<file path="src/rtl/decode_stage.sv">
// decode_stage: buffered RV32I decode stage with valid/ready handshakes on both sides.
// Define CORE_RV32M_EN to decode RV32M multiply/divide; otherwise those encodings are illegal.
module decode_stage #(
  parameter int DEPTH = 2,
  parameter int XLEN = 32
) (
  input  logic            clk,
  input  logic            rst,
  input  logic            flush,
  input  logic            if_valid,
  output logic            if_ready,
  input  logic [31:0]     if_instr,
  input  logic [XLEN-1:0] if_pc,
  output logic            id_valid,
  input  logic            id_ready,
  output logic [XLEN-1:0] id_pc,
  output logic [31:0]     id_instr,
  output logic            reg_wen,
  output logic            reg_rs1_rd,
  output logic            reg_rs2_rd,
  output logic [4:0]      reg_waddr,
  output logic [4:0]      reg_rs1_addr,
  output logic [4:0]      reg_rs2_addr,
  output logic [31:0]     imm_value,
  output logic [3:0]      alu_op,
  output logic            sel_imm,
  output logic            op1_sel_zero,
  output logic            op1_sel_pc,
  output logic            op2_sel_4,
  output logic            br_instr,
  output logic            jal_instr,
  output logic            jalr_instr,
  output logic [2:0]      branch_op,
  output logic [2:0]      mem_op,
  output logic            mem_rd,
  output logic            mem_wr,
  output logic            csr_rd,
  output logic [1:0]      csr_wr_op,
  output logic [11:0]     csr_addr,
  output logic            mret,
  output logic            md_instr,
  output logic [2:0]      md_op,
  output logic            exc_ill_instr
);
  localparam int AW = $clog2(DEPTH);
  localparam int CW = $clog2(DEPTH + 1);
  typedef struct packed {
    logic [XLEN-1:0] pc;
    logic [31:0] instr;
    logic reg_wen, rs1_rd, rs2_rd;
    logic [4:0] waddr, rs1_addr, rs2_addr;
    logic [31:0] imm;
    logic [3:0] alu_op;
    logic sel_imm, op1_zero, op1_pc, op2_4, br, jal, jalr;
    logic [2:0] branch_op, mem_op;
    logic mem_rd, mem_wr, csr_rd;
    logic [1:0] csr_wr_op;
    logic [11:0] csr_addr;
    logic mret, md_instr;
    logic [2:0] md_op;
    logic ill;
  } bundle_t;
  logic [31:0] fifo_instr [DEPTH];
  logic [XLEN-1:0] fifo_pc [DEPTH];
  logic [AW-1:0] wr_ptr, rd_ptr;
  logic [CW-1:0] count;
  logic push, pop, ill;
  logic [31:0] i;
  logic [2:0] f3;
  logic [6:0] f7;
  bundle_t d, q;
  assign if_ready = count != CW'(DEPTH) && !rst;
  assign push = if_valid && if_ready;
  assign pop = count != '0 && (!id_valid || id_ready);
  assign i = fifo_instr[rd_ptr];
  assign f3 = i[14:12];
  assign f7 = i[31:25];
  always_ff @(posedge clk) if (push) begin
    fifo_instr[wr_ptr] <= if_instr;
    fifo_pc[wr_ptr] <= if_pc;
  end
  always_ff @(posedge clk or posedge rst) begin
    if (rst) begin
      wr_ptr <= '0;
      rd_ptr <= '0;
      count <= '0;
    end else if (flush) begin
      wr_ptr <= '0;
      rd_ptr <= '0;
      count <= '0;
    end else begin
      wr_ptr <= wr_ptr + AW'(push);
      rd_ptr <= rd_ptr + AW'(pop);
      count <= count + CW'(push) - CW'(pop);
    end
  end
  always_comb begin
    d = '0;
    ill = 1'b0;
    d.pc = fifo_pc[rd_ptr];
    d.instr = i;
    d.waddr = i[11:7];
    d.rs1_addr = i[19:15];
    d.rs2_addr = i[24:20];
    d.branch_op = f3;
    d.mem_op = f3;
    d.csr_addr = i[31:20];
    case (i[6:0])
      7'b0110111: begin d.reg_wen = 1'b1; d.sel_imm = 1'b1; d.op1_zero = 1'b1; d.imm = {i[31:12], 12'b0}; end
      7'b0010111: begin d.reg_wen = 1'b1; d.sel_imm = 1'b1; d.op1_pc = 1'b1; d.imm = {i[31:12], 12'b0}; end
      7'b1101111: begin
        d.reg_wen = 1'b1; d.jal = 1'b1; d.op1_pc = 1'b1; d.op2_4 = 1'b1;
        d.imm = {{12{i[31]}}, i[19:12], i[20], i[30:21], 1'b0};
      end
      7'b1100111: begin
        d.reg_wen = 1'b1; d.jalr = 1'b1; d.rs1_rd = 1'b1; d.op1_pc = 1'b1; d.op2_4 = 1'b1;
        d.imm = {{20{i[31]}}, i[31:20]};
      end
      7'b1100011: begin
        d.br = 1'b1; d.rs1_rd = 1'b1; d.rs2_rd = 1'b1;
        d.imm = {{20{i[31]}}, i[7], i[30:25], i[11:8], 1'b0};
        ill = f3[2:1] == 2'b01;
      end
      7'b0000011: begin
        d.reg_wen = 1'b1; d.rs1_rd = 1'b1; d.mem_rd = 1'b1; d.sel_imm = 1'b1;
        d.imm = {{20{i[31]}}, i[31:20]};
        ill = f3 == 3'b011 || f3[2:1] == 2'b11;
      end
      7'b0100011: begin
        d.rs1_rd = 1'b1; d.rs2_rd = 1'b1; d.mem_wr = 1'b1; d.sel_imm = 1'b1;
        d.imm = {{20{i[31]}}, i[31:25], i[11:7]};
        ill = f3 > 3'b010;
      end
      7'b0010011: begin
        d.reg_wen = 1'b1; d.rs1_rd = 1'b1; d.sel_imm = 1'b1;
        d.imm = {{20{i[31]}}, i[31:20]};
        d.alu_op = {f3 == 3'b101 && i[30], f3};
        ill = (f3 == 3'b001 && f7 != 7'b0) || (f3 == 3'b101 && f7 != 7'b0 && f7 != 7'b0100000);
      end
      7'b0110011: begin
        d.reg_wen = 1'b1; d.rs1_rd = 1'b1; d.rs2_rd = 1'b1;
        d.alu_op = {i[30], f3};
        ill = (f7 != 7'b0 && f7 != 7'b0100000) || (f7 == 7'b0100000 && f3 != 3'b000 && f3 != 3'b101);
`ifdef CORE_RV32M_EN
        if (f7 == 7'b0000001) begin
          d.md_instr = 1'b1; d.md_op = f3; d.alu_op = '0; ill = 1'b0;
        end
`endif
      end
      7'b0001111: ;
      7'b1110011: begin
        if (f3 == 3'b000) begin
          d.mret = i == 32'h30200073;
          ill = !d.mret;
        end else begin
          d.reg_wen = 1'b1; d.rs1_rd = !f3[2]; d.sel_imm = f3[2];
          d.imm = f3[2] ? {27'b0, i[19:15]} : '0;
          d.csr_rd = f3[1:0] != 2'b01 || i[11:7] != 5'd0;
          d.csr_wr_op = (f3[1] && i[19:15] == 5'd0) ? 2'b00 : f3[1:0];
        end
      end
      default: ill = 1'b1;
    endcase
    d.ill = ill;
    // illegal words must not leave architectural side effects behind
    if (ill) begin
      d.reg_wen = 1'b0; d.mem_rd = 1'b0; d.mem_wr = 1'b0; d.csr_wr_op = 2'b00;
    end
  end
  always_ff @(posedge clk or posedge rst) begin
    if (rst) begin
      q <= '0;
      id_valid <= 1'b0;
    end else if (flush) begin
      id_valid <= 1'b0;
    end else if (pop) begin
      q <= d;
      id_valid <= 1'b1;
    end else if (id_ready) begin
      id_valid <= 1'b0;
    end
  end
  assign id_pc = q.pc;
  assign id_instr = q.instr;
  assign reg_wen = q.reg_wen;
  assign reg_rs1_rd = q.rs1_rd;
  assign reg_rs2_rd = q.rs2_rd;
  assign reg_waddr = q.waddr;
  assign reg_rs1_addr = q.rs1_addr;
  assign reg_rs2_addr = q.rs2_addr;
  assign imm_value = q.imm;
  assign alu_op = q.alu_op;
  assign sel_imm = q.sel_imm;
  assign op1_sel_zero = q.op1_zero;
  assign op1_sel_pc = q.op1_pc;
  assign op2_sel_4 = q.op2_4;
  assign br_instr = q.br;
  assign jal_instr = q.jal;
  assign jalr_instr = q.jalr;
  assign branch_op = q.branch_op;
  assign mem_op = q.mem_op;
  assign mem_rd = q.mem_rd;
  assign mem_wr = q.mem_wr;
  assign csr_rd = q.csr_rd;
  assign csr_wr_op = q.csr_wr_op;
  assign csr_addr = q.csr_addr;
  assign mret = q.mret;
  assign md_instr = q.md_instr;
  assign md_op = q.md_op;
  assign exc_ill_instr = q.ill;
endmodule

</file>
<file path="config.mk">
export PLATFORM = sky130hd
export DESIGN_NAME = decode_stage
export DESIGN_NICKNAME = d
export VERILOG_FILES = /design/src/rtl/decode_stage.sv
export SDC_FILE = /design/constraint.sdc
export NUM_CORES = 1
export LEC_CHECK = 0
export CAP_MARGIN = 20
export CORE_MARGIN = 3
export CORE_UTILIZATION = 53
export CTS_BUF_LIST = sky130_fd_sc_hd__clkbuf_4
export CTS_CLUSTER_SIZE = 24
export DETAILED_ROUTE_END_ITERATION = 16
export PLACE_DENSITY = 0.83
export RECOVER_POWER = 50
export SYNTH_ARGS = -nofsm -noshare
export SYNTH_HDL_FRONTEND = slang
export SYNTH_SLANG_ARGS = --single-unit
</file>
<file path="constraint.sdc">
create_clock -name clk -period 6 [get_ports clk]
set_clock_uncertainty 0.15 [all_clocks]
set_input_delay 1.5 -clock clk [delete_from_list [all_inputs] [get_ports clk]]
set_output_delay 1.5 -clock clk [all_outputs]
set_load 0.01 [all_outputs]
</file>
# Word level (Yosys, flattened, before mapping)
# Memories as Yosys holds them, arrays and structs flattened. A register that Yosys moved wholly into a read port is not among the register bits.
# Cells that the tools add are included.
[totals]
regBits = 120
ram_bits = 128
input_bits = 69
out_inout_bits = 156
elab_cells = 131
mem_count = 2
[mem_list]
columns = ["name", "depth", "width", "read_ports", "rd_clocked_by_memory_dff", "write_ports", "line_no", "source"]
rows = [
  ["fifo_instr", 2, 32, 1, 0, 1, "63", "logic [31:0] fifo_instr [DEPTH];"],
  ["fifo_pc", 2, 32, 1, 1, 1, "64", "logic [XLEN-1:0] fifo_pc [DEPTH];"],
]
[classes]
n_addsub = 4
magnitude_cmp = 1
n_eq_ne = 22
muxes = 36
bitwise_logic = 1
n_reduce_logical = 37
[op_table]
columns = ["op", "count"]
rows = [
  ["case mux 32 bit (6 select lines)", 1],
  ["equality test 32 x 30 -> 1 bit, second input constant", 1],
  ["equality test 7 x 6 -> 1 bit, second input constant", 4],
  ["equality test 7 bit, second input constant", 4],
  ["2-to-1 mux 1 bit", 21],
  ["equality test 7 x 5 -> 1 bit, second input constant", 2],
  ["logical AND 1 bit", 11],
  ["2-to-1 mux 2 bit", 5],
  ["2-to-1 mux 5 bit", 2],
  ["OR reduction 5 bit", 2],
  ["OR reduction 3 bit", 3],
  ["case mux 4 bit (2 select lines)", 1],
  ["equality test 7 x 2 -> 1 bit, second input constant", 1],
  ["equality test 7 x 4 -> 1 bit, second input constant", 1],
  ["inequality test 7 x 6 -> 1 bit, second input constant", 1],
  ["case mux 1 bit (7 select lines)", 1],
  ["nonzero test 7 bit", 1],
  ["OR reduction 7 bit", 1],
  ["2-to-1 mux 3 bit", 2],
  ["case mux 1 bit (2 select lines)", 3],
  ["nonzero test 3 bit", 2],
  ["OR reduction 6 bit", 1],
  ["zero test 5 bit", 1],
  ["logical OR 1 bit", 5],
  ["other kinds (19)", 24],
]

# Longest topological paths before layout
# Gate-level depths: netlist of run 1.
# An unclocked memory read counts as a cell.
[logic_depth]
ltp_word = 7
mapped_depth = 10
mapped_depth_nobuf = 8

# Worst setup path before layout of run 1
# Ideal clock, no wire load.
[synth_path]
path_type = "input port to flip-flop"
start = "in rst"
end = "mem fifo_instr[1][0] (enable)"
setup_time_ps = 429
arrival_ps = 3493
t_required_ps = 5421
setup_slack_ps = 1928
stages = 4
path_buffers = 0
cell_sequence = "a21oi_1 -> nand2_1 -> inv_1 -> ha_1"
[synth_between]
elab_chain_cells = 5
[synth_lines]
columns = ["item", "line_no", "source"]
rows = [
  ["start, declared", "8", "input logic rst,"],
  ["zero test 1 bit (no source line)", "-", ""],
  ["logical AND 1 bit", "72", "assign if_ready = count != CW'(DEPTH) && !rst;"],
  ["logical AND 1 bit", "73", "assign push = if_valid && if_ready;"],
  ["2-to-1 mux 1 bit", "78", "always_ff @(posedge clk) if (push) begin"],
  ["2-to-1 mux 1 bit (implied by the code)", "79", "fifo_instr[wr_ptr] <= if_instr;"],
  ["end, declared", "63", ""],
]
# Every way passes these cells.

==> out/results.ini, run 1 <==
[power]
peakVddDrop_mv = 0.290
leakage_nw = 5.17
p_per_area_nw_per_um2 = 422

[critical_path]
critPathArrivalTime_ns = 4.85
ff2ff_setup_slack_ns = 2.31
reg2reg_depth = 6
cp-end-kind = asynchronous set/reset pin
slowest_stage = clkinvlp_2
r2r-end = imm_value[11]$_DFFE_PP0P_
cp-start-kind = input port
path_class = input port to asynchronous set/reset pin
critPathLaunch = rst
critPathCapture = imm_value[5]$_DFFE_PP0P_
crit_chain = dlygate4sd3_1, clkinvlp_2, clkbuf_1
r2r-start = rd_ptr$_DFF_PP0_
worstPathRequired_ns = 6.30
critPathMaxStageDelay_ns = 1.43
crit_fanout = 59

[cts]
clk_path_buf_depth = 3
htreeDepth = 2
clk_pin_slew_worst_paths_ns = 0.06
cts.sinks = 250
post_cts.resized_instances = 0
cts_tree = built
hold_buffers = 0
clk_latency_ns = 0.67
cts_setup_buffers = 0
cts_root_buf = clkbuf_4
cts_made_buffers = 60

[yosys]
ys_warn_count = 0
synth_edf_count = 128
synth.distinct_cells = 64
ys_ff_latch = 250
synth-seq-area-share = 0.666
synth-main-ff-cell = edfxtp_1
netlist_instances = 797
synth-async-reset-ratio = 0.488
syn_area_um2 = 10400
postSynthAreaPerCell_um2 = 13.0

[run_status]
outcome = finished with violations
failed_checks = design-rule violations, max-capacitance violations, max-slew violations

[layout]
nNetsFinal = 1087
final_cell_mix = clkdlybuf4s50_1, edfxtp_1, nand2_1, dfrtp_1, clkbuf_4
drive_gt1_frac = 0.127
layout_commonest_cell = clkdlybuf4s50_1
design_area_um2 = 13300
syn_to_final_growth_pct = 28.1
nFillCells = 1347

[die]
die_area_um2 = 21200
core_area_um2 = 19000
initial_utilization = 0.546
die-width_um = 146
num_io_pins = 225
dieHeight_um = 146
row_count = 50

[routing]
drc = 1
vias = 7145
vias_per_cell = 5.40
wl_per_cell_um = 17.9
final_antenna_net_count = 0
drt_iter0_drc = 601
first_pass_iters = 11
wl_um = 23600

[timing]
finalHoldViolations = 0
fmax_mhz = 220
slew_viol_final = 184
tightest_slew_ns = 2.51
finalCritPeriodShare = 0.758
finalWorstSetupSlack_ns = 1.45
setup_viol = 0
rsz0062_at_grt = no
finalSetupTns_ns = 0
min_period_ns = 4.55
relSlewSlack = -0.684

[global_routing]
grt_max_degree = 74
grt_pass1_wl_um = 37600
first_global_vias = 7176
track_usage = 0.220
gr-total-overflow = 0
antenna_found_initial = 9

[placed_design]
place_congestion = 0.936
placed_area_um2 = 12500
dp_slack_ns = 1.61
place_hpwl_um = 16600
io_buffer_count = 220

[hold_path]
min_path_type = flop to flop

[job]
maxCapViolCount = 4

-- flip-flops by register name, summed over array words and instances (netlist names), 2 cells and up --
signal      flops
id_pc          32
id_instr       32
csr_wr_op       2
count           2
fifo_pc        64
imm_value      32
fifo_instr     64
alu_op          4
-- how the worst min path moves through the flow --
| stage | endpoint | cells after the start | start | slack [ns] |
|---|---|---|---|---|
| 6_report | imm_value[18]$_DFFE_PP0P_ | 2 | imm_value[18]$_DFFE_PP0P_ | 0.32 |
| 5_1_grt | imm_value[16]$_DFFE_PP0P_ | 2 | imm_value[16]$_DFFE_PP0P_ | 0.35 |
| 4_1_cts | imm_value[18]$_DFFE_PP0P_ | 2 | imm_value[18]$_DFFE_PP0P_ | 0.33 |
| 3_5_place_dp | imm_value[12]$_DFFE_PP0P_ | 2 | imm_value[12]$_DFFE_PP0P_ | 0.32 |
| 3_3_place_gp | imm_value[19]$_DFFE_PP0P_ | 2 | imm_value[19]$_DFFE_PP0P_ | 0.30 |
| 2_1_floorplan | id_pc[0]$_DFFE_PP0P_ | 2 | fifo_pc[0][0]$_DFFE_PP_ | 0.35 |
-- worst max-delay path, delay by kind of cell --
kind                   cells  cell delay, ns
buffers and inverters      3            3.29
-- kinds of logic (layout without fill, tap and decap cells) --
family | after synthesis | after routing | synth area share
DFF | 250 | 250 | 0.666
xor gates and xnor gates | 4 | 4 | 0.00338
other | 1 | 6 | 0.000362
AOI/OAI and AO/OA | 184 | 184 | 0.117
and+or+nand+nor | 198 | 198 | 0.0841
muxes | 69 | 69 | 0.0711
buffers and inverters | 87 | 348 | 0.0527
adders and majority gates | 4 | 4 | 0.00483
-- area by class of cell --
cell class	count	area [um2]	share of cell area
clock buffer	98	736	0.0555
multi-input combinational	463	2920	0.220
clock inverter	11	77.6	0.00585
inverter	11	42.5	0.00321
sequential	250	6900	0.520
antenna	2	5.00	0.000377
tap	260	325	0.0245
timing repair buffer	228	2250	0.170
-- cells in the mapped netlist, types with 3 or more instances --
cell | instances | area [um2]
a21oi_1 | 16 | 80.1
or3_1 | 8 | 50.1
inv_1 | 11 | 41.3
a21o_1 | 3 | 22.5
a31oi_1 | 3 | 18.8
xnor2_1 | 3 | 26.3
mux2i_1 | 55 | 551
o31ai_1 | 5 | 37.5
buf_2 | 7 | 35.0
o41ai_1 | 3 | 26.3
o221ai_1 | 5 | 43.8
ha_1 | 4 | 50.1
mux2_2 | 10 | 113
o32ai_1 | 4 | 35.0
and2_1 | 6 | 37.5
nand3_1 | 5 | 25.0
o22ai_1 | 5 | 31.3
nor2_1 | 26 | 97.6
buf_6 | 4 | 45.0
o21ai_0 | 84 | 420
clkbuf_1 | 22 | 82.6
a22o_1 | 19 | 166
o21ai_1 | 13 | 65.1
buf_4 | 39 | 293
buf_8 | 3 | 45.0
edfxtp_1 | 128 | 3840
nand2_1 | 122 | 458
nand2b_1 | 7 | 43.8
dfrtp_1 | 122 | 3050
o21a_1 | 4 | 30.0
nor3_1 | 9 | 45.0
-- power by group --
group	total [mW]	internal, mW	leakage (nW)	switching, mW
logic	1.77	0.917	1.94	0.853
clock network	1.42	0.779	0.483	0.641
registers	2.40	2.14	2.75	0.265
-- per-layer routing --
metal	wire length, um	vias to the layer above	part of all wire	GRT usage
li1	-	3357	-	-
met1	9540	3414	0.40	0.278
met2	11600	298	0.49	0.362
met3	1840	62	0.078	0.0610
met4	558	14	0.024	0.0893
met5	84	-	0.0036	0
-- metrics by stage --
step	hold WS [ns]	total power, mW	utilization	instances
after floorplan	0.355	3.40	-	800
after global placement	0.302	4.17	0.658	1212
after detailed placement	0.316	4.23	0.658	1212
after CTS	0.330	5.66	0.701	1321
after global routing	0.354	5.93	0.700	1323
final	0.322	5.59	0.700	1323
(Power assumes the default switching activity.)
==> run 2: changes to the inputs <==
- clock period: 6 -> 4.35 ns (I/O delays scaled with it)
==> out/results.ini, run 2 (synthesis gave the netlist of run 1 again) <==
[cts]
clk_path_buf_depth = 3
htreeDepth = 2
cts_root_buf = clkbuf_4
post_cts.resized_instances = 0
hold_buffers = 0
clk_pin_slew_worst_paths_ns = 0.07
clk_latency_ns = 0.65
cts_tree = built
cts.sinks = 250
cts_setup_buffers = 0
cts_made_buffers = 60

[layout]
final_cell_mix = clkdlybuf4s50_1, edfxtp_1, nand2_1, dfrtp_1, clkbuf_4
drive_gt1_frac = 0.119
syn_to_final_growth_pct = 28.0
top_regs = fifo_instr: 64 flops, fifo_pc: 64 flops
nFillCells = 1365
instances_no_fill = 1325
nNetsFinal = 1088
layout_commonest_cell = clkdlybuf4s50_1

[timing]
finalSetupTns_ns = 0
fmax_mhz = 273
finalWorstSetupSlack_ns = 0.689
slew_viol_final = 130
relSlewSlack = -0.126
hold_slack_ns = 0.324
rsz0062_at_grt = no
finalHoldViolations = 0
min_period_ns = 3.66
finalCritPeriodShare = 0.842
tightest_slew_ns = 1.69
setup_viol = 0

[placed_design]
place_congestion = 0.878
dp_cells = 1213
dp_slack_ns = 0.786
place_hpwl_um = 16200
io_buffer_count = 220

[routing]
vias = 7168
final_antenna_net_count = 0
first_pass_iters = 5
vias_per_cell = 5.41
wl_um = 23600
wl_per_cell_um = 17.8
drc = 0
drt_iter0_drc = 546

[run_status]
outcome = finished with violations
failed_checks = max-capacitance violations, max-slew violations

[die]
num_io_pins = 225
row_count = 50
dieHeight_um = 146
die-width_um = 146
die_area_um2 = 21200
core_area_um2 = 19000
initial_utilization = 0.546

[global_routing]
antenna_found_initial = 10
track_usage = 0.217
grt_pass1_wl_um = 37500
gr-total-overflow = 0
grt_max_degree = 123
first_global_vias = 7209

[power]
total_power_mw = 7.64
leakage_nw = 5.16
peakVddDrop_mv = 0.297
p_per_area_nw_per_um2 = 577

[job]
maxCapViolCount = 2

[hold_path]
min_path_type = flop to flop
hold-path-cell-count = 2

[critical_path]
critPathArrivalTime_ns = 2.42
worstPathRequired_ns = 3.11
cp-end-kind = primary output
reg2reg_depth = 6
path_class = input port to primary output
cp-start-kind = input port
crit_fanout = 2

## run 2: layout make-up
| cell class | count | area, um2 | area share |
|---|---|---|---|
| sequential | 250 | 6900 | 0.521 |
| multi-input combinational | 463 | 2930 | 0.221 |
| timing repair buffer | 229 | 2270 | 0.171 |
| clock buffer | 90 | 676 | 0.0510 |
| tap | 260 | 325 | 0.0246 |
| clock inverter | 19 | 97.6 | 0.00737 |
| inverter | 11 | 42.5 | 0.00321 |
| antenna | 3 | 7.51 | 0.000567 |
## run 2: metal layers
layer	GRT usage	vias to the layer above	share of wire
li1	-	3346	-
met1	0.270	3416	0.40
met2	0.364	327	0.49
met3	0.0723	65	0.090
met4	0.0646	14	0.022
met5	0	-	0.0034
## run 2: final timing paths
| kind | start | end | slack, ns |
|---|---|---|---|
| setup / recovery | rst | if_ready | 0.69 |
| hold / removal | imm_value[16]$_DFFE_PP0P_ | imm_value[16]$_DFFE_PP0P_ | 0.32 |
| setup reg to reg | rd_ptr$_DFF_PP0_ | exc_ill_instr$_DFFE_PP0P_ | 0.73 |
| hold reg to reg | imm_value[16]$_DFFE_PP0P_ | imm_value[16]$_DFFE_PP0P_ | 0.32 |
| max in group asynchronous | rst | csr_rd$_DFFE_PP0P_ | 2.56 |
| min in group asynchronous | rst | id_pc[28]$_DFFE_PP0P_ | 0.98 |
## run 2: per-stage QoR
stage	util	instance area (um2)
final	0.699	13200
after global placement	0.660	12500
after global routing	0.699	13200
after detailed placement	0.660	12500
after floorplan	-	10400
after CTS	0.701	13300
## run 2: worst max-delay path, stage by stage
cell             delay, ns
dlygate4sd3_1         0.57
a21oi_1               0.19
clkdlybuf4s50_1       0.58
## run 2: report_power, final
part           leakage (nW)  internal [mW]  switching [mW]
sequential             2.75           2.95           0.306
combinational          1.95           1.27            1.24
clock                 0.459           1.00           0.877
==> run 3: changes to the inputs <==
- CORE_UTILIZATION: 53 -> 47
- PLACE_DENSITY: 0.83 -> 0.78
- clock period: 4.35 -> 2.9 ns (I/O delays scaled with it)
==> out/results.ini, run 3 (synthesis gave the netlist of run 1 again) <==
[timing]
relSlewSlack = 0.291
hold_slack_ns = 0.321
finalSetupTns_ns = 0
setup_viol = 0
finalWorstSetupSlack_ns = 0.139
tightest_slew_ns = 1.06
fmax_mhz = 362
slew_viol_final = 0
finalCritPeriodShare = 0.952
rsz0062_at_grt = no
finalHoldViolations = 0
min_period_ns = 2.76

[routing]
vias = 7243
drc = 0
drt_iter0_drc = 355
first_pass_iters = 5
wl_um = 24400
vias_per_cell = 5.28
final_antenna_net_count = 0
wl_per_cell_um = 17.8

[cts]
cts_setup_buffers = 0
cts_root_buf = clkbuf_4
cts.sinks = 250
clk_path_buf_depth = 3
hold_buffers = 0
cts_tree = built
htreeDepth = 2
clk_latency_ns = 0.71
clk_pin_slew_worst_paths_ns = 0.07
post_cts.resized_instances = 0
cts_made_buffers = 61

[layout]
instances_no_fill = 1372
top_regs = fifo_instr: 64 flops, fifo_pc: 64 flops
nFillCells = 1687
register_area_um2 = 6900
multiInputGateArea_um2 = 2930
drive_gt1_frac = 0.145
layout_commonest_cell = clkdlybuf4s50_1
syn_to_final_growth_pct = 30.3
nNetsFinal = 1115
fin_util = 0.632
final_cell_mix = clkdlybuf4s50_1, edfxtp_1, nand2_1, dfrtp_1, clkbuf_4

[hold_path]
min_path_type = flop to flop
hold_start = imm_value[17]$_DFFE_PP0P_
min_to = imm_value[17]$_DFFE_PP0P_
hold-path-cell-count = 2

[critical_path]
path_class = input port to primary output
ff2ff_setup_slack_ns = 0.31
cp-end-kind = primary output
worstPathRequired_ns = 2.03
r2r-end = imm_value[0]$_DFFE_PP0P_
cp-start-kind = input port
critPathArrivalTime_ns = 1.89
crit_fanout = 2
reg2reg_depth = 6
r2r-start = rd_ptr$_DFF_PP0_

[placed_design]
dp_cells = 1254
place_hpwl_um = 17400
place_congestion = 0.898
io_buffer_count = 220
dp_slack_ns = 0.0762

[die]
row_count = 53
die-width_um = 154
initial_utilization = 0.485
core_area_um2 = 21400
dieHeight_um = 154
die_area_um2 = 23800
num_io_pins = 225

[power]
peakVddDrop_mv = 0.473
p_per_area_nw_per_um2 = 861
leakage_nw = 5.30

[global_routing]
track_usage = 0.201
gr-total-overflow = 0
grt_max_degree = 130
antenna_found_initial = 11
grt_pass1_wl_um = 38100
first_global_vias = 7332

[job]
maxCapViolCount = 0

[run_status]
outcome = complete, no violations

run 3: changes by cell type in the layout (fill, tap and decap cells not counted), moves of 2 or more:
| cell | change |
|---|---|
| clkinv_2 | +4 |
| buf_4 | +18 |
| clkbuf_2 | +4 |
| clkinv_1 | -2 |
| clkbuf_1 | +2 |
| dlygate4sd3_1 | -3 |
| clkdlybuf4s50_1 | +3 |
| clkbuf_4 | +3 |
run 3: layout make-up:
class,count,area share
multi-input cells,463,0.217
well taps,275,0.0255
repair buffers,255,0.182
clock buffers,92,0.0512
inverters,11,0.00315
diodes,4,0.000742
clock inverters,22,0.00779
flip-flops and latches,250,0.512
run 3: critical path: stages:
cell and delay [ns]:
clkdlybuf4s50_1 0.43, a21oi_1 0.17, clkdlybuf4s50_1 0.57
run 3: through the flow:
stage,power [mW],area (um2)
2_1_floorplan,7.03,10400
3_3_place_gp,8.79,12800
3_5_place_dp,8.89,12800
4_1_cts,11.8,13600
5_1_grt,12.3,13500
6_report,11.6,13500
run 3: power breakdown:
part           switching, mW  internal, mW  total, mW  leakage [nW]
logic                   1.86          1.98       3.85          2.07
clock network           1.38          1.47       2.85         0.477
registers              0.483          4.42       4.91          2.75
run 3: routing by layer:
| layer | vias up | global-route usage | wire, um |
|---|---|---|---|
| met5 | - | 0 | 92 |
| met4 | 14 | 0.0786 | 751 |
| met3 | 73 | 0.0672 | 2320 |
| met2 | 331 | 0.324 | 11500 |
| met1 | 3412 | 0.252 | 9720 |
| li1 | 3413 | - | - |
run 3: how the worst max path moves through the flow:
stage,slack (ns),endpoint,from
3_3_place_gp,0.11,exc_ill_instr$_DFFE_PP0P_,id_ready
4_1_cts,0.12,if_ready,count[0]$_DFF_PP0_
6_report,0.14,if_ready,rst
3_5_place_dp,0.08,exc_ill_instr$_DFFE_PP0P_,id_ready
5_1_grt,0.07,if_ready,count[0]$_DFF_PP0_
2_1_floorplan,-0.40,fifo_instr[1][0]$_DFFE_PP_,rst
